## src/rtl/lcd_pkg.sv

```systemverilog
// Constants and helpers shared by the LCD bus writer and responder blocks.
package lcd_pkg;
  localparam int AC_W = 7;

  localparam logic [7:0] CMD_CLEAR = 8'h01;
  localparam logic [7:0] CMD_ENTRY = 8'h06;
  localparam logic [7:0] CMD_DISP  = 8'h0C;
  localparam logic [7:0] CMD_FUNC  = 8'h38;

  localparam logic [AC_W-1:0] LINE2_BASE = 7'h40;
  localparam logic [7:0]      SPACE      = 8'h20;

  typedef enum logic {ST_CLEAR, ST_IDLE} state_t;

  // The address counter hops between the two visible windows rather than
  // walking through the invisible DDRAM gap between them.
  function automatic logic [AC_W-1:0] ac_step(input logic [AC_W-1:0] a,
                                              input logic inc,
                                              input logic [AC_W-1:0] cols);
    if (inc) begin
      if (a == cols - 7'd1) return LINE2_BASE;
      if (a == LINE2_BASE + cols - 7'd1) return 7'h00;
      return a + 7'd1;
    end
    if (a == 7'h00) return LINE2_BASE + cols - 7'd1;
    if (a == LINE2_BASE) return cols - 7'd1;
    return a - 7'd1;
  endfunction
endpackage

```

## src/rtl/lcd_bus_responder_if.sv

```systemverilog
// 8-bit parallel HD44780 bus: the writer drives it, the responder listens.
interface lcd_bus_responder_if;
   logic       lcd_rs;
   logic       lcd_rw;
   logic       lcd_en;
   logic [7:0] lcd_dat;

   modport master (output lcd_rs, lcd_rw, lcd_en, lcd_dat);
   modport slave  (input  lcd_rs, lcd_rw, lcd_en, lcd_dat);
endinterface

```

## src/rtl/lcd_bus_sync.sv

```systemverilog
// Two-flop synchronizers for the asynchronous LCD bus plus enable fall detect.
module lcd_bus_sync (
   input  logic       clk,
   input  logic       reset,
   input  logic       en,
   input  logic       rs,
   input  logic       rw,
   input  logic [7:0] dat,
   output logic       rs_s,
   output logic       rw_s,
   output logic [7:0] dat_s,
   output logic       fall
);
   logic [1:0] en_q, rs_q, rw_q;
   logic [7:0] dat_q0, dat_q1;
   logic       en_prev;

   always_ff @(posedge clk) begin
      if (!reset) begin
         en_q    <= '0;
         rs_q    <= '0;
         rw_q    <= '0;
         dat_q0  <= '0;
         dat_q1  <= '0;
         en_prev <= 1'b0;
      end else begin
         en_q    <= {en_q[0], en};
         rs_q    <= {rs_q[0], rs};
         rw_q    <= {rw_q[0], rw};
         dat_q0  <= dat;
         dat_q1  <= dat_q0;
         en_prev <= en_q[1];
      end
   end

   assign fall  = en_prev & ~en_q[1];
   assign rs_s  = rs_q[1];
   assign rw_s  = rw_q[1];
   assign dat_s = dat_q1;
endmodule

```

## src/rtl/lcd_bus_responder.sv

```systemverilog
// HD44780-style responder: decodes bus writes into a 2-line character buffer
// and display-control state, exposing a read port and an update stream.
module lcd_bus_responder
   import lcd_pkg::*;
#(
   parameter  int COLS = 16,
   localparam int IW   = $clog2(2*COLS)
) (
   input  logic                clk,
   input  logic                reset,
   lcd_bus_responder_if.slave  bus,
   input  logic [IW-1:0]       rd_addr,
   output logic [7:0]          rd_char,
   output logic                upd_valid,
   output logic [IW-1:0]       upd_addr,
   output logic [7:0]          upd_char,
   output logic                busy,
   output logic [AC_W-1:0]     ac,
   output logic                disp_on,
   output logic                cursor_on,
   output logic                blink_on,
   output logic                two_line,
   output logic                err_busy
);
   localparam logic [AC_W-1:0] COLS_AC = AC_W'(COLS);

   state_t        state;
   logic [IW-1:0] clr_idx;
   logic          id;
   logic          rs_s, rw_s, fall;
   logic [7:0]    dat_s;
   logic          vis_lo, vis_hi, vis, data_wr;
   logic [IW-1:0] wr_idx;
   logic [7:0]    mem [2*COLS];

   lcd_bus_sync u_sync (
      .clk   (clk),
      .reset (reset),
      .en    (bus.lcd_en),
      .rs    (bus.lcd_rs),
      .rw    (bus.lcd_rw),
      .dat   (bus.lcd_dat),
      .rs_s  (rs_s),
      .rw_s  (rw_s),
      .dat_s (dat_s),
      .fall  (fall)
   );

   assign vis_lo  = ac < COLS_AC;
   assign vis_hi  = (ac >= LINE2_BASE) && (ac < LINE2_BASE + COLS_AC);
   assign vis     = vis_lo | vis_hi;
   assign wr_idx  = vis_lo ? ac[IW-1:0] : IW'(COLS) + IW'(ac - LINE2_BASE);
   assign data_wr = (state == ST_IDLE) && fall && !rw_s && rs_s && vis;
   assign busy    = (state == ST_CLEAR);

   // Single write port: the clear fill owns it while busy, data writes otherwise.
   always_ff @(posedge clk) begin
      if (reset && state == ST_CLEAR) mem[clr_idx] <= SPACE;
      else if (data_wr)               mem[wr_idx]  <= dat_s;
      rd_char <= mem[rd_addr];
   end

   always_ff @(posedge clk) begin
      if (!reset) begin
         state     <= ST_CLEAR;
         clr_idx   <= '0;
         ac        <= '0;
         id        <= 1'b1;
         disp_on   <= 1'b0;
         cursor_on <= 1'b0;
         blink_on  <= 1'b0;
         two_line  <= 1'b0;
         err_busy  <= 1'b0;
         upd_valid <= 1'b0;
         upd_addr  <= '0;
         upd_char  <= '0;
      end else begin
         upd_valid <= 1'b0;
         case (state)
            ST_CLEAR: begin
               if (fall) err_busy <= 1'b1;
               clr_idx <= clr_idx + 1'b1;
               if (clr_idx == IW'(2*COLS-1)) state <= ST_IDLE;
            end
            ST_IDLE: begin
               if (fall && !rw_s) begin
                  if (rs_s) begin
                     if (vis) begin
                        upd_valid <= 1'b1;
                        upd_addr  <= wr_idx;
                        upd_char  <= dat_s;
                     end
                     ac <= ac_step(ac, id, COLS_AC);
                  end else begin
                     casez (dat_s)
                        8'b1???????: ac <= dat_s[6:0];
                        8'b01??????: ;
                        8'b001?????: two_line <= dat_s[3];
                        8'b0001????: if (!dat_s[3]) ac <= ac_step(ac, dat_s[2], COLS_AC);
                        8'b00001???: {disp_on, cursor_on, blink_on} <= dat_s[2:0];
                        8'b000001??: id <= dat_s[1];
                        8'b0000001?: ac <= '0;
                        8'b00000001: begin
                           ac      <= '0;
                           id      <= 1'b1;
                           clr_idx <= '0;
                           state   <= ST_CLEAR;
                        end
                        default: ;
                     endcase
                  end
               end
            end
            default: state <= ST_CLEAR;
         endcase
      end
   end
endmodule

```

## src/flat_wrapper.sv

```systemverilog
// flat-port wrapper written by rule: the top's interface ports become plain ports
module lcd_bus_responder_flat import lcd_pkg::*;
#(
   parameter  int COLS = 16,
   localparam int IW   = $clog2(2*COLS)
)
  (clk, reset, rd_addr, rd_char, upd_valid, upd_addr, upd_char, busy, ac, disp_on, cursor_on, blink_on, two_line, err_busy, bus_lcd_rs, bus_lcd_rw, bus_lcd_en, bus_lcd_dat);
  lcd_bus_responder_if bus_i ();
  input  logic clk;
  input  logic reset;
  input  logic [IW-1:0] rd_addr;
  output logic [7:0] rd_char;
  output logic upd_valid;
  output logic [IW-1:0] upd_addr;
  output logic [7:0] upd_char;
  output logic busy;
  output logic [AC_W-1:0] ac;
  output logic disp_on;
  output logic cursor_on;
  output logic blink_on;
  output logic two_line;
  output logic err_busy;
  input wire logic [$bits(bus_i.lcd_rs)-1:0] bus_lcd_rs;
  input wire logic [$bits(bus_i.lcd_rw)-1:0] bus_lcd_rw;
  input wire logic [$bits(bus_i.lcd_en)-1:0] bus_lcd_en;
  input wire logic [$bits(bus_i.lcd_dat)-1:0] bus_lcd_dat;
  assign bus_i.lcd_rs = bus_lcd_rs;
  assign bus_i.lcd_rw = bus_lcd_rw;
  assign bus_i.lcd_en = bus_lcd_en;
  assign bus_i.lcd_dat = bus_lcd_dat;
  lcd_bus_responder #(.COLS(COLS)) u_core (.clk(clk), .reset(reset), .bus(bus_i), .rd_addr(rd_addr), .rd_char(rd_char), .upd_valid(upd_valid), .upd_addr(upd_addr), .upd_char(upd_char), .busy(busy), .ac(ac), .disp_on(disp_on), .cursor_on(cursor_on), .blink_on(blink_on), .two_line(two_line), .err_busy(err_busy));
endmodule
```

## config.mk

```make
export PLATFORM = sky130hd
export DESIGN_NAME = lcd_bus_responder_flat
export DESIGN_NICKNAME = d
export VERILOG_FILES = /design/src/rtl/lcd_pkg.sv /design/src/rtl/lcd_bus_responder_if.sv /design/src/rtl/lcd_bus_sync.sv /design/src/rtl/lcd_bus_responder.sv /design/src/flat_wrapper.sv
export SDC_FILE = /design/constraint.sdc
export NUM_CORES = 1
export LEC_CHECK = 0
export BUFFER_PORTS_ARGS = -buffer_cell sky130_fd_sc_hd__buf_2
export CAP_MARGIN = 25
export CORE_MARGIN = 3
export CORE_UTILIZATION = 30
export DETAILED_ROUTE_END_ITERATION = 6
export PLACE_DENSITY = 0.43
export SLEW_MARGIN = 20
export SYNTH_ARGS = -nofsm -noshare
export SYNTH_HDL_FRONTEND = slang
export SYNTH_HIERARCHICAL = 1
export SYNTH_SLANG_ARGS = --single-unit
```

## constraint.sdc

```tcl
create_clock -name clk -period 3.6 [get_ports clk]
set_clock_uncertainty 0.05 [all_clocks]
set_input_delay 0.18 -clock clk [delete_from_list [all_inputs] [get_ports clk]]
set_output_delay 0.18 -clock clk [all_outputs]
set_load 0.005 [all_outputs]
```

==> Flow_metrics.wiki, run 1 <==
{| class="wikitable"
! Metric !! Value
|-
| Clock transition at the registers of the reported paths || 60 ps
|-
| Final Slew Violations || 0
|-
| # port buffers || 52
|-
| Minimum setup slack after placement || 317 ps
|-
| CP Data Arrival Time || 3210 ps
|-
| Remaining Overflow, GRT || 0
|-
| Portion of the clock cycle consumed by the worst path in the final layout || 83.7%
|-
| Number of vias in the routed layout || 7059
|-
| IR Drop Worst-Case VDD || 0.000297 V
|-
| Final weighted congestion in routability-driven placement || 0.778
|-
| Worst min path class || in2reg
|-
| Power density over the cells || 519 nW/µm²
|-
| Most common cell after layout, fill and taps aside || sky130_fd_sc_hd__edfxtp_1
|-
| Die ar. || 45700 µm²
|-
| Post-Synth Adder-Cell Area || 0.387%
|-
| N_diodes || 0
|-
| DIE HEIGHT || 214 µm
|-
| First-pass detailed-route iteration total || 4
|-
| Sequential element share of the synthesized area || 69.3%
|-
| Violation count after the first detailed-route iteration || 477
|-
| I/O pin cnt || 53
|-
| Core Box Area || 42300 µm²
|-
| Post-synth net total || 802
|-
| FFs w/ async S/R, synth || 0%
|-
| Flip-flop and latch count after synthesis || 320
|-
| Layout cell share with drive strength beyond 1 || 29.5%
|-
| Pin slew with the least headroom to its limit || 922 ps
|-
| Starting density of the core || 30.6%
|-
| Buffers inserted during post-CTS setup optimization || 0
|-
| Final worst path period need || 3010 ps
|-
| Antenna-violating nets left || 0
|-
| Required time worst endpoint || 3790 ps
|-
| Via count of the first global-routing pass || 7392
|-
| Number of placement rows || 75
|-
| Routed wirelength normalized by instance count || 21.5 µm
|-
| Unique masters post-synth || 66
|-
| Startpoint-to-endpoint class of the critical path || reg2reg
|-
| Min Hold Slack || 227 ps
|-
| Clock root buffer || sky130_fd_sc_hd__clkbuf_16
|-
| CTS buffer count || 37
|-
| Critical path endpoint category || register
|-
| Area fraction in and, or, nand and nor cells after synthesis || 7.86%
|-
| Min setup slack post-route || 588 ps
|-
| Final #Nets || 904
|-
| H-tree level count || 2
|-
| CP startpoint kind || register
|-
| Vias per std cell || 4.75
|-
| Placed standard-cell area || 14100 µm²
|-
| Number of clock sinks || 320
|-
| Netlist area before placement || 12900 µm²
|-
| Die extent in x || 214 µm
|-
| Post-synthesis share of cell area spent on xor and xnor gates || 0.203%
|-
| Worst max-slew margin expressed relative to the limit || 37.7%
|-
| Combinational family with the most area after synthesis || multiplexers
|-
| Most used flip-flop cell after synthesis || sky130_fd_sc_hd__edfxtp_1
|-
| Setup crit start || u_core/u_sync/en_prev
|-
| CP endpoint || u_core/mem[30][3]
|-
| Reg-to-reg slack, setup || 590 ps
|-
| Total of max-cap violations || 0
|-
| P&R area growth vs syn || 19.1%
|-
| First-pass GRT wire length || 48600 µm
|-
| Final setup viols || 0
|-
| Outcome || completed
|-
| Mean instance size in the synthesized netlist || 16.6 µm²
|-
| Mux cell area share after synthesis || 14.3%
|-
| Total Neg Setup Slack || 0 ps
|-
| Routed Wire Length || 31900 µm
|-
| Worst Reg-to-Reg Cells || 7
|-
| Combined global-route utilization of all metal layers || 14.5%
|-
| Capture instance of the worst register-to-register path || u_core/mem[30][3]
|-
| Synthesized-area fraction occupied by ao, oa, aoi and oai cells || 5.19%
|-
| Most used cells in the layout excluding fill and tap cells || sky130_fd_sc_hd__edfxtp_1 (256), sky130_fd_sc_hd__mux4_2 (64), sky130_fd_sc_hd__dfxtp_1 (64)
|-
| Leakage component of the power || 4.99 nW
|-
| DRC violations left || 0
|-
| Pin count of the biggest net entering global routing || 57
|-
| Maximum buffer depth of the clock tree || 3
|-
| Upper clock frequency limit || 332 MHz
|-
| TritonCTS clock tree || done
|-
| Reg2reg start || u_core/u_sync/en_prev
|-
| Number of enable-type register cells in the synthesized netlist || 256
|-
| Final standard cell area without fillers || 15400 µm²
|-
| Crit Path Max Fanout || 6
|-
| Number of antenna violations at the first check in global routing || 0
|-
| Setup repair after global routing missed its margin || no
|-
| Worst skew pair latency || 530 ps
|-
| Estimated wirelength of the detail-placed design || 20100 µm
|-
| Number of endpoints with negative hold slack in the final report || 0
|-
| Gate Count Post-Synth || 780
|-
| Count of yosys warnings during synthesis || 6
|}
layer usage:
metal	GRT usage, %	routed length (µm)	part of all wire, %	vias up
met5	0	0	0	-
met4	4.28	736	2.3	0
met2	23.2	15200	47	145
li1	-	-	-	3267
met1	20.1	14600	46	3596
met3	3.04	1480	4.6	51
worst max-delay path: stages (launching register included):
cell and delay (ps):
sky130_fd_sc_hd__dfxtp_1 300, sky130_fd_sc_hd__nor2b_1 230, sky130_fd_sc_hd__nand3b_2 210, sky130_fd_sc_hd__nor4_4 320
sky130_fd_sc_hd__mux2i_1 370, sky130_fd_sc_hd__or2b_1 440, sky130_fd_sc_hd__nor3_1 520, sky130_fd_sc_hd__clkbuf_2 270
state kept, by name, summed over array words and instances (netlist names), 2 cells and up:
register / count
u_core/mem: 256
u_core/rd_char: 8
u_core/u_sync/dat_q0: 8
u_core/u_sync/dat_s: 8
u_core/upd_char: 8
u_core/ac: 7
u_core/clr_idx: 5
u_core/upd_addr: 5
u_core/u_sync/en_q: 2
u_core/u_sync/rs_q: 2
u_core/u_sync/rw_q: 2
worst min path at each step:
stage                               from                       to  slack, ps  cells after the start
final                         rd_addr[2]        u_core/rd_char[7]        230                      3
after CTS                     rd_addr[2]        u_core/rd_char[7]        200                      3
after detailed placement  bus_lcd_dat[4]  u_core/u_sync/dat_q0[4]        340                      2
after floorplan                    reset                u_core/id        190                      1
after global placement    bus_lcd_dat[4]  u_core/u_sync/dat_q0[4]        340                      2
after global routing          rd_addr[2]        u_core/rd_char[7]        310                      3
power breakdown:
part | total, mW | switching, mW | internal, mW | leakage, nW
clock network | 3.65 | 1.46 | 2.19 | 0.582
registers | 4.01 | 0.0231 | 3.98 | 2.59
logic | 0.343 | 0.185 | 0.158 | 1.81
total | 8.00 | 1.67 | 6.33 | 4.99
cell usage after synthesis, drive strengths merged (10+ instances only):
master	instances	area (µm²)
edfxtp	256	7690
a221oi	10	87.6
nand2	43	166
o21ai	10	53.8
inv	18	67.6
a21oi	33	165
and2	27	190
nor2	27	101
mux2i	40	400
buf	33	213
mux4	64	1440
nor2b	10	62.6
clkbuf	20	75.1
dfxtp	64	1280
nor3	40	245
cells by family (layout without fill, tap and decap cells):
logic type / Yosys count / after routing
AOI/OAI and AO/OA: 94 / 94
xor gates and xnor gates: 3 / 3
adders and majority gates: 4 / 4
buffers and inverters: 71 / 200
DFF: 320 / 320
muxes: 105 / 105
and+or+nand+nor: 183 / 183
layout make-up:
cell class / count / area (µm²)
multi-input cells: 389 / 3680
well taps: 577 / 722
flip-flops and latches: 320 / 8970
repair buffers: 116 / 796
clock inverters: 17 / 138
inverters: 18 / 67.6
fillers: 4029 / 26900
clock buffers: 49 / 1040
what timing repair did:
item | 4_1_cts | 5_1_grt
resized for setup | 0 | 0
hold endpoints to repair | 12 | 0
hold buffers | 12 | 0
through the flow:
| step | total power [mW] | util (%) | std cells |
|---|---|---|---|
| after CTS | 8.14 | 36.3 | 1484 |
| after floorplan | 4.30 | - | 780 |
| final | 8.00 | 36.4 | 1486 |
| after global routing | 8.33 | 36.4 | 1486 |
| after global placement | 4.42 | 33.2 | 1406 |
| after detailed placement | 4.43 | 33.3 | 1406 |
(Power assumes the default switching activity.)
==> inputs of run 2 (changes only) <==
--- a/config.mk
+++ b/config.mk
@@ -5,6 +5,7 @@
 export SDC_FILE = /design/constraint.sdc
 export NUM_CORES = 1
 export LEC_CHECK = 0
+export ABC_AREA = 1
 export BUFFER_PORTS_ARGS = -buffer_cell sky130_fd_sc_hd__buf_2
 export CAP_MARGIN = 25
 export CORE_MARGIN = 3
==> constraint.sdc (replaced) <==
create_clock -name clk -period 2.8 [get_ports clk]
set_clock_uncertainty 0.05 [all_clocks]
set_input_delay 0.14 -clock clk [delete_from_list [all_inputs] [get_ports clk]]
set_output_delay 0.14 -clock clk [all_outputs]
set_load 0.005 [all_outputs]
==> run 2 against run 1 <==
  * Critical path depth is 4 higher
  * Sequential cell count unchanged
  * Worst setup slack worse by 340 ps
  * Utilization about the same
  * Routed wire length grew 17%
  * Non-clock buffer count grew 7
  * Final cell count increased by 26%
==> Flow_metrics.wiki, run 2 <==
{| class="wikitable"
! Metric !! Value
|-
| Setup repair after global routing missed its margin || no
|-
| Final setup viols || 0 (unchanged)
|-
| Startpoint-to-endpoint class of the critical path || reg2reg
|-
| Clock power share || 45.6% (about the same)
|-
| Mean instance size in the synthesized netlist || 11.4 µm² (-32%)
|-
| Clock transition at the registers of the reported paths || 60 ps (about the same)
|-
| Post-synthesis share of cell area spent on xor and xnor gates || 0.132% (-0.071 points)
|-
| TritonCTS clock tree || done
|-
| Capture instance of the worst register-to-register path || u_core/mem[4][4]
|-
| First-pass detailed-route iteration total || 5 (+1)
|-
| Leakage component of the power || 6.04 nW (+21%)
|-
| # port buffers || 52 (unchanged)
|-
| Power density over the cells || 662 nW/µm² (+28%)
|-
| Final weighted congestion in routability-driven placement || 0.789 (+1.4%)
|-
| Crit Path Max Fanout || 13 (+7)
|-
| Cell types with the largest area share after synthesis || sky130_fd_sc_hd__edfxtp_1 (58%), sky130_fd_sc_hd__dfxtp_1 (9.7%), sky130_fd_sc_hd__nor2_1 (5.4%)
|-
| Layout cell share with drive strength beyond 1 || 14.5% (-15 points)
|-
| Total Neg Setup Slack || 0 ps (unchanged)
|-
| Non-filler cells, final || 1871 (+26%)
|-
| Vias per std cell || 4.81 (+1.2%)
|-
| Pin count of the biggest net entering global routing || 129 (+130%)
|-
| Number of placement rows || 76 (+1.3%)
|-
| Switching component of the power || 2.28 mW (+36%)
|-
| Sequential element share of the synthesized area || 67.8% (-1.5 points)
|-
| Worst min path class || in2reg
|-
| End point of the most critical hold path || u_core/rd_char[6]
|-
| Core Box Area || 43300 µm² (+2.2%)
|-
| Flop pwr share || 49.2% (-0.9 points)
|-
| Number of antenna violations at the first check in global routing || 0 (unchanged)
|-
| Buffers inserted during post-CTS setup optimization || 0 (unchanged)
|-
| Worst hold path depth || 5 (+2)
|-
| Count of yosys warnings during synthesis || 6 (unchanged)
|-
| Unique masters post-synth || 32 (-52%)
|-
| Routed wirelength normalized by instance count || 19.9 µm (-7.4%)
|-
| Most used cells in the layout excluding fill and tap cells || sky130_fd_sc_hd__edfxtp_1 (256), sky130_fd_sc_hd__nor2_1 (191), sky130_fd_sc_hd__nand2_1 (150)
|-
| Number of buffers added to fix hold violations after cts || 13 (+1)
|-
| Antenna-violating nets left || 0 (unchanged)
|-
| DIE HEIGHT || 216 µm (+1.1%)
|-
| Flip-flop and latch count after synthesis || 320 (unchanged)
|-
| Total internal power || 8.16 mW (+29%)
|-
| Synthesized-area fraction occupied by ao, oa, aoi and oai cells || 13.1% (+7.9 points)
|-
| Area of combinational cells with multiple inputs || 3620 µm² (-1.5%)
|-
| Launch point of the worst hold path || rd_addr[3]
|-
| Number of vias in the routed layout || 8994 (+27%)
|-
| Final worst path period need || 2550 ps (-462 ps)
|-
| I/O pin cnt || 53 (unchanged)
|-
| DRC violations left || 0 (unchanged)
|-
| Via count of the first global-routing pass || 9235 (+25%)
|-
| Routed Wire Length || 37200 µm (+17%)
|-
| Worst skew pair latency || 530 ps (about the same)
|-
| Upper clock frequency limit || 392 MHz (+18%)
|-
| Number of gates resized after cts || 0 (unchanged)
|-
| Most used flip-flop cell after synthesis || sky130_fd_sc_hd__edfxtp_1
|-
| Netlist area before placement || 13200 µm² (+2.2%)
|-
| Required time worst endpoint || 2920 ps (-870 ps)
|-
| Starting density of the core || 30.6% (about the same)
|-
| Die extent in x || 216 µm (+1.1%)
|-
| Number of clock sinks || 320 (unchanged)
|-
| Yosys top cell area share || 58.1% (-1.3 points)
|-
| Estimated wirelength of the detail-placed design || 23300 µm (+16%)
|-
| Combinational family with the most area after synthesis || simple AND/OR/NAND/NOR gates
|-
| Cells after DPL || 1791 (+27%)
|-
| Worst max-slew margin expressed relative to the limit || 51.8% (+14 points)
|-
| Pin slew with the least headroom to its limit || 723 ps (-199 ps)
|-
| Mux cell area share after synthesis || 0% (-14 points)
|-
| Most used standard cell by instance count after synthesis || sky130_fd_sc_hd__edfxtp_1
|-
| CTS buffer count || 37 (unchanged)
|-
| Storage element area || 8970 µm² (unchanged)
|-
| Number of endpoints with negative hold slack in the final report || 0 (unchanged)
|-
| Clock root buffer || sky130_fd_sc_hd__clkbuf_16
|-
| CP startpoint kind || register
|-
| Final Slew Violations || 0 (unchanged)
|-
| Final #Nets || 1280 (+42%)
|-
| P&R area growth vs syn || 19.1% (about the same)
|-
| CP Data Arrival Time || 2670 ps (-540 ps)
|-
| FILL cells || 4327 (+7.4%)
|-
| Area fraction in and, or, nand and nor cells after synthesis || 13.8% (+5.9 points)
|-
| Most frequent cells after synthesis || sky130_fd_sc_hd__edfxtp_1 (256), sky130_fd_sc_hd__nor2_1 (192), sky130_fd_sc_hd__nand2_1 (150)
|-
| Most common cell after layout, fill and taps aside || sky130_fd_sc_hd__edfxtp_1
|-
| Post-synth net total || 1186 (+48%)
|-
| H-tree level count || 2 (unchanged)
|-
| Outcome || completed
|-
| N_diodes || 0 (unchanged)
|-
| Number of enable-type register cells in the synthesized netlist || 256 (unchanged)
|-
| Maximum buffer depth of the clock tree || 3 (unchanged)
|-
| Violation count after the first detailed-route iteration || 615 (+29%)
|-
| Worst Reg-to-Reg Cells || 11 (+4)
|-
| Switching part of the total || 21.8% (+0.93 points)
|-
| Post-Synth Adder-Cell Area || 0.378% (-0.0083 points)
|-
| Total of max-cap violations || 0 (unchanged)
|-
| Combined global-route utilization of all metal layers || 16.0% (+1.4 points)
|-
| Critical path endpoint category || register
|-
| Most flops, register || u_core/mem
|-
| Gate Count Post-Synth || 1164 (+49%)
|-
| FFs w/ async S/R, synth || 0% (unchanged)
|-
| Die ar. || 46600 µm² (+2.1%)
|-
| Reg2reg start || u_core/u_sync/en_prev
|-
| Reg-to-reg slack, setup || 250 ps (-340 ps)
|-
| Remaining Overflow, GRT || 0 (unchanged)
|-
| IR Drop Worst-Case VDD || 0.000348 V (+17%)
|-
| Post-synthesis cell type with the largest combined area || sky130_fd_sc_hd__edfxtp_1
|-
| Number of flip-flops under the largest register name || 256 (unchanged)
|-
| First-pass GRT wire length || 56800 µm (+17%)
|-
| Portion of the clock cycle consumed by the worst path in the final layout || 91.1% (+7.4 points)
|-
| Fraction of power consumed by combinational cells || 5.2% (+0.9 points)
|}
run 2: cell type report:
type | count | area share, %
multi-input combinational | 693 | 23.0
inverter | 83 | 1.99
clock buffer | 56 | 6.86
timing repair buffer | 123 | 5.91
sequential | 320 | 56.9
clock inverter | 11 | 0.683
tap | 585 | 4.65
run 2: metrics by stage:
stage | worst slack (ps) | util [%] | instance area (µm²) | hold WS (ps) | total power [mW]
6_report | 249 | 36.4 | 15800 | 134 | 10.4
5_1_grt | 1.61 | 36.4 | 15800 | 145 | 10.8
4_1_cts | 218 | 36.4 | 15800 | 103 | 10.6
3_5_place_dp | 240 | 33.4 | 14400 | 276 | 5.77
3_3_place_gp | 304 | 33.4 | 14400 | 269 | 5.77
2_1_floorplan | 477 | - | 13200 | 183 | 5.58
run 2: worst max path at each step:
stage	start	cells past startpoint	end	slack, ps
after floorplan	u_core/u_sync/en_prev	9	u_core/mem[0][7]	480
after global placement	u_core/u_sync/en_prev	11	u_core/mem[0][6]	300
after detailed placement	u_core/u_sync/en_prev	11	u_core/mem[4][3]	240
after CTS	u_core/u_sync/en_prev	11	u_core/mem[0][0]	220
after global routing	u_core/u_sync/en_prev	11	u_core/mem[4][4]	2
final	u_core/u_sync/en_prev	11	u_core/mem[4][4]	250
run 2: power by group through the flow:
| stage | logic (mW) | clock network (mW) | registers (mW) |
|---|---|---|---|
| after detailed placement | 0.533 | 0 | 5.24 |
| after CTS | 0.547 | 4.90 | 5.14 |
| after global routing | 0.600 | 5.09 | 5.14 |
| final | 0.544 | 4.75 | 5.14 |
| after global placement | 0.536 | 0 | 5.24 |
| after floorplan | 0.339 | 0 | 5.24 |
run 2: layer usage:
layer / global-route usage (%) / part of all wire [%]
met3: 2.99 / 4.7
met4: 4.46 / 2.3
met1: 21.9 / 46
met2: 26.1 / 47
met5: 0 / 0
run 2: logic make-up after synthesis:
kind of cell	Yosys count
compound gates	258
flops	320
xor+xnor	2
buf+inv	151
simple gates	429
fa+ha+maj	4
run 2: worst max-delay path, stage by stage, from the launching register on:
cell                      delay (ps)
sky130_fd_sc_hd__dfxtp_1         310
sky130_fd_sc_hd__inv_1            30
sky130_fd_sc_hd__nor2_1          120
sky130_fd_sc_hd__inv_1            50
sky130_fd_sc_hd__nor2_1          130
sky130_fd_sc_hd__nand2_1         140
sky130_fd_sc_hd__nor3_4          120
sky130_fd_sc_hd__buf_4           230
sky130_fd_sc_hd__o21ai_2         150
sky130_fd_sc_hd__nor2_4          150
sky130_fd_sc_hd__nand2_4         140
sky130_fd_sc_hd__nor2_1          560
==> inputs of run 3 (changes only) <==
--- a/config.mk
+++ b/config.mk
@@ -10,7 +10,10 @@
 export CAP_MARGIN = 25
 export CORE_MARGIN = 3
 export CORE_UTILIZATION = 30
+export CTS_BUF_LIST = sky130_fd_sc_hd__clkbuf_4
+export CTS_CLUSTER_DIAMETER = 150
 export DETAILED_ROUTE_END_ITERATION = 6
+export MAX_ROUTING_LAYER = met4
 export PLACE_DENSITY = 0.43
 export SLEW_MARGIN = 20
 export SYNTH_ARGS = -nofsm -noshare
==> run 3 against run 2 <==
  * Final area up 1.6%
  * Sequential cell count unchanged
  * Routed wire length up 2.0%
  * Sequential share of layout area down 0.87 points
  * Via count up 4.5%
  * Power down 2.7%
  * Sequential power about the same
  * Worst setup slack better by 15 ps
  * Final cell count up 6.2%
  * Highest routed layer unchanged
==> Flow_metrics.wiki, run 3 (same netlist as run 2, synthesis figures left out) <==
{| class="wikitable"
! Metric !! Value
|-
| Outcome || completed
|-
| Final setup viols || 0 (unchanged)
|-
| Number of vias in the routed layout || 9395 (+4.5%)
|-
| Launch point of the worst hold path || rd_addr[2]
|-
| First-pass GRT wire length || 58400 µm (+2.8%)
|-
| Crit Path Max Fanout || 13 (unchanged)
|-
| Antenna-violating nets left || 0 (unchanged)
|-
| CTS buffer count || 87 (+140%)
|-
| Total buffers and inverters traversed by the critical path || 3 (unchanged)
|-
| Die ar. || 46600 µm² (unchanged)
|-
| Vias per std cell || 4.73 (-1.6%)
|-
| Critical path, cell by cell || inv_1, nor2_1, inv_1, nor2_1, nand2_1, nor3_4, buf_4, o21ai_2, nor2_4, nand2_4, nor2_1
|-
| Final #Nets || 1353 (+5.7%)
|-
| Combined global-route utilization of all metal layers || 16.9% (+0.94 points)
|-
| Number of clock sinks || 320 (unchanged)
|-
| Most used cells in the layout excluding fill and tap cells || sky130_fd_sc_hd__edfxtp_1 (256), sky130_fd_sc_hd__nor2_1 (189), sky130_fd_sc_hd__nand2_1 (150)
|-
| Detailed-routed wire length on met2 || 17800 µm (+1.6%)
|-
| Worst max-slew margin expressed relative to the limit || 51.3% (-0.49 points)
|-
| Required time worst endpoint || 3120 ps (+200 ps)
|-
| Crit path max-delay family || simple AND/OR/NAND/NOR gates
|-
| Total Neg Setup Slack || 0 ps (unchanged)
|-
| Met3 routed wirelength || 2000 µm (+14%)
|-
| DIE HEIGHT || 216 µm (unchanged)
|-
| # port buffers || 52 (unchanged)
|-
| Delay of the slowest critical-path stage || 550 ps (about the same)
|-
| Topmost layer with routed signal wires || met4
|-
| Violation count after the first detailed-route iteration || 607 (-1.3%)
|-
| IR Drop Worst-Case VDD || 0.000274 V (-21%)
|-
| Final weighted congestion in routability-driven placement || 0.800 (+1.4%)
|-
| Clock transition at the registers of the reported paths || 70 ps (about the same)
|-
| I/O pin cnt || 53 (unchanged)
|-
| Layout cell share with drive strength beyond 1 || 20.6% (+6.1 points)
|-
| Upper clock frequency limit || 394 MHz (+0.58%)
|-
| Number of flip-flops under the largest register name || 256 (unchanged)
|-
| Number of antenna violations at the first check in global routing || 1 (+1)
|-
| Clock root buffer || sky130_fd_sc_hd__clkbuf_4
|-
| Most flops, register || u_core/mem
|-
| Setup crit start || u_core/u_sync/en_prev
|-
| Total routed wire length on the met1 layer || 17200 µm (+0.38%)
|-
| Final worst path period need || 2540 ps (-14.7 ps)
|-
| Reg-to-reg slack, setup || 260 ps (about the same)
|-
| Most common cell after layout, fill and taps aside || sky130_fd_sc_hd__edfxtp_1
|-
| Critical path endpoint category || register
|-
| CP Data Arrival Time || 2850 ps (+180 ps)
|-
| Critical path's slowest cell || sky130_fd_sc_hd__nor2_1
|-
| Leakage component of the power || 6.25 nW (+3.5%)
|-
| Setup repair after global routing missed its margin || no
|-
| Startpoint-to-endpoint class of the critical path || reg2reg
|-
| Pin slew with the least headroom to its limit || 731 ps (+7.36 ps)
|-
| Number of placement rows || 76 (unchanged)
|-
| Estimated wirelength of the detail-placed design || 23300 µm (unchanged)
|-
| Maximum buffer depth of the clock tree || 3 (unchanged)
|-
| Routed Wire Length || 38000 µm (+2.0%)
|-
| Worst skew pair latency || 750 ps (+220 ps)
|-
| Routed wirelength normalized by instance count || 19.1 µm (-4.0%)
|-
| Via count of the first global-routing pass || 9834 (+6.5%)
|-
| H-tree level count || 3 (+1)
|-
| Number of endpoints with negative hold slack in the final report || 0 (unchanged)
|-
| CP startpoint kind || register
|-
| Final Total Pwr || 10.2 mW (-2.7%)
|-
| Buffers inserted during post-CTS setup optimization || 0 (unchanged)
|-
| Reg2reg start || u_core/u_sync/en_prev
|-
| TritonCTS clock tree || done
|-
| Most Frequent Cell on Critical Path || sky130_fd_sc_hd__nor2_1
|-
| P&R area growth vs syn || 21.0%
|-
| Pin count of the biggest net entering global routing || 129 (unchanged)
|-
| DRC violations left || 0 (unchanged)
|-
| Worst min path class || in2reg
|-
| Starting density of the core || 30.6% (unchanged)
|-
| Portion of the clock cycle consumed by the worst path in the final layout || 90.6% (-0.52 points)
|-
| Core Box Area || 43300 µm² (unchanged)
|-
| Die extent in x || 216 µm (unchanged)
|-
| Final Slew Violations || 0 (unchanged)
|-
| First-pass detailed-route iteration total || 5 (unchanged)
|-
| Total of max-cap violations || 0 (unchanged)
|-
| Remaining Overflow, GRT || 0 (unchanged)
|-
| Power density over the cells || 634 nW/µm² (-4.2%)
|}
==> run 3: cell types whose count changed in the layout (fill, tap and decap cells not counted), sizes merged <==
cell	change
clkbuf	+88
clkinv	+2
clkinvlp	+2
inv	-1
dlygate4sd3	+23
diode	+2
==> run 3: worst register-to-register path, cell delays in order (launching register included) <==
cell	delay [ps]
sky130_fd_sc_hd__dfxtp_1	320
sky130_fd_sc_hd__inv_1	40
sky130_fd_sc_hd__nor2_1	120
sky130_fd_sc_hd__inv_1	50
sky130_fd_sc_hd__nor2_1	130
sky130_fd_sc_hd__nand2_1	130
sky130_fd_sc_hd__nor3_4	120
sky130_fd_sc_hd__buf_4	230
sky130_fd_sc_hd__o21ai_2	150
sky130_fd_sc_hd__nor2_4	150
sky130_fd_sc_hd__nand2_4	140
sky130_fd_sc_hd__nor2_1	560
==> run 3: through the flow <==
step / setup slack [ps] / cells / instance area, µm² / hold WS, ps / utilization [%]
4_1_cts: 201 / 1985 / 16000 / 115 / 37.0
3_3_place_gp: 304 / 1791 / 14400 / 269 / 33.4
6_report: 264 / 1987 / 16000 / 197 / 37.0
5_1_grt: 17.9 / 1987 / 16000 / 172 / 37.0
2_1_floorplan: 477 / 1164 / 13200 / 183 / -
3_5_place_dp: 240 / 1791 / 14400 / 276 / 33.4
==> run 3: area by class of cell <==
class | instances | area (µm²)
sequential | 320 | 8970
multi-input combinational | 693 | 3630
clock buffer | 144 | 1080
clock inverter | 14 | 113
inverter | 83 | 314
timing repair buffer | 146 | 1160
antenna | 2 | 5.00
fill | 4358 | 27300
tap | 585 | 732
==> run 3: final timing paths <==
path                                               to  cells past startpoint
worst min-delay path                u_core/rd_char[7]                      7
worst max register to register       u_core/mem[8][6]                     11
worst min register to register  u_core/u_sync/rs_q[1]                      2
worst max-delay path                 u_core/mem[8][6]                     11
==> run 3: where the power goes <==
| group | total, mW | internal (mW) | switching [mW] |
|---|---|---|---|
| clock | 4.45 | 2.49 | 1.96 |
| combinational | 0.572 | 0.204 | 0.367 |
| sequential | 5.14 | 5.12 | 0.0179 |
==> run 3: per-layer routing <==
layer | vias to the layer above | GRT usage, %
met4 | 0 | 6.50
li1 | 4508 | -
met2 | 244 | 26.5
met5 | - | -
met3 | 55 | 3.56
met1 | 4588 | 21.6
==> run 3: what timing repair did <==
item / CTS / global route
hold buffers: 36 / 0
gates resized for setup: 0 / 2
hold endpoints to repair: 64 / 0
setup endpoints to repair: 0 / 3
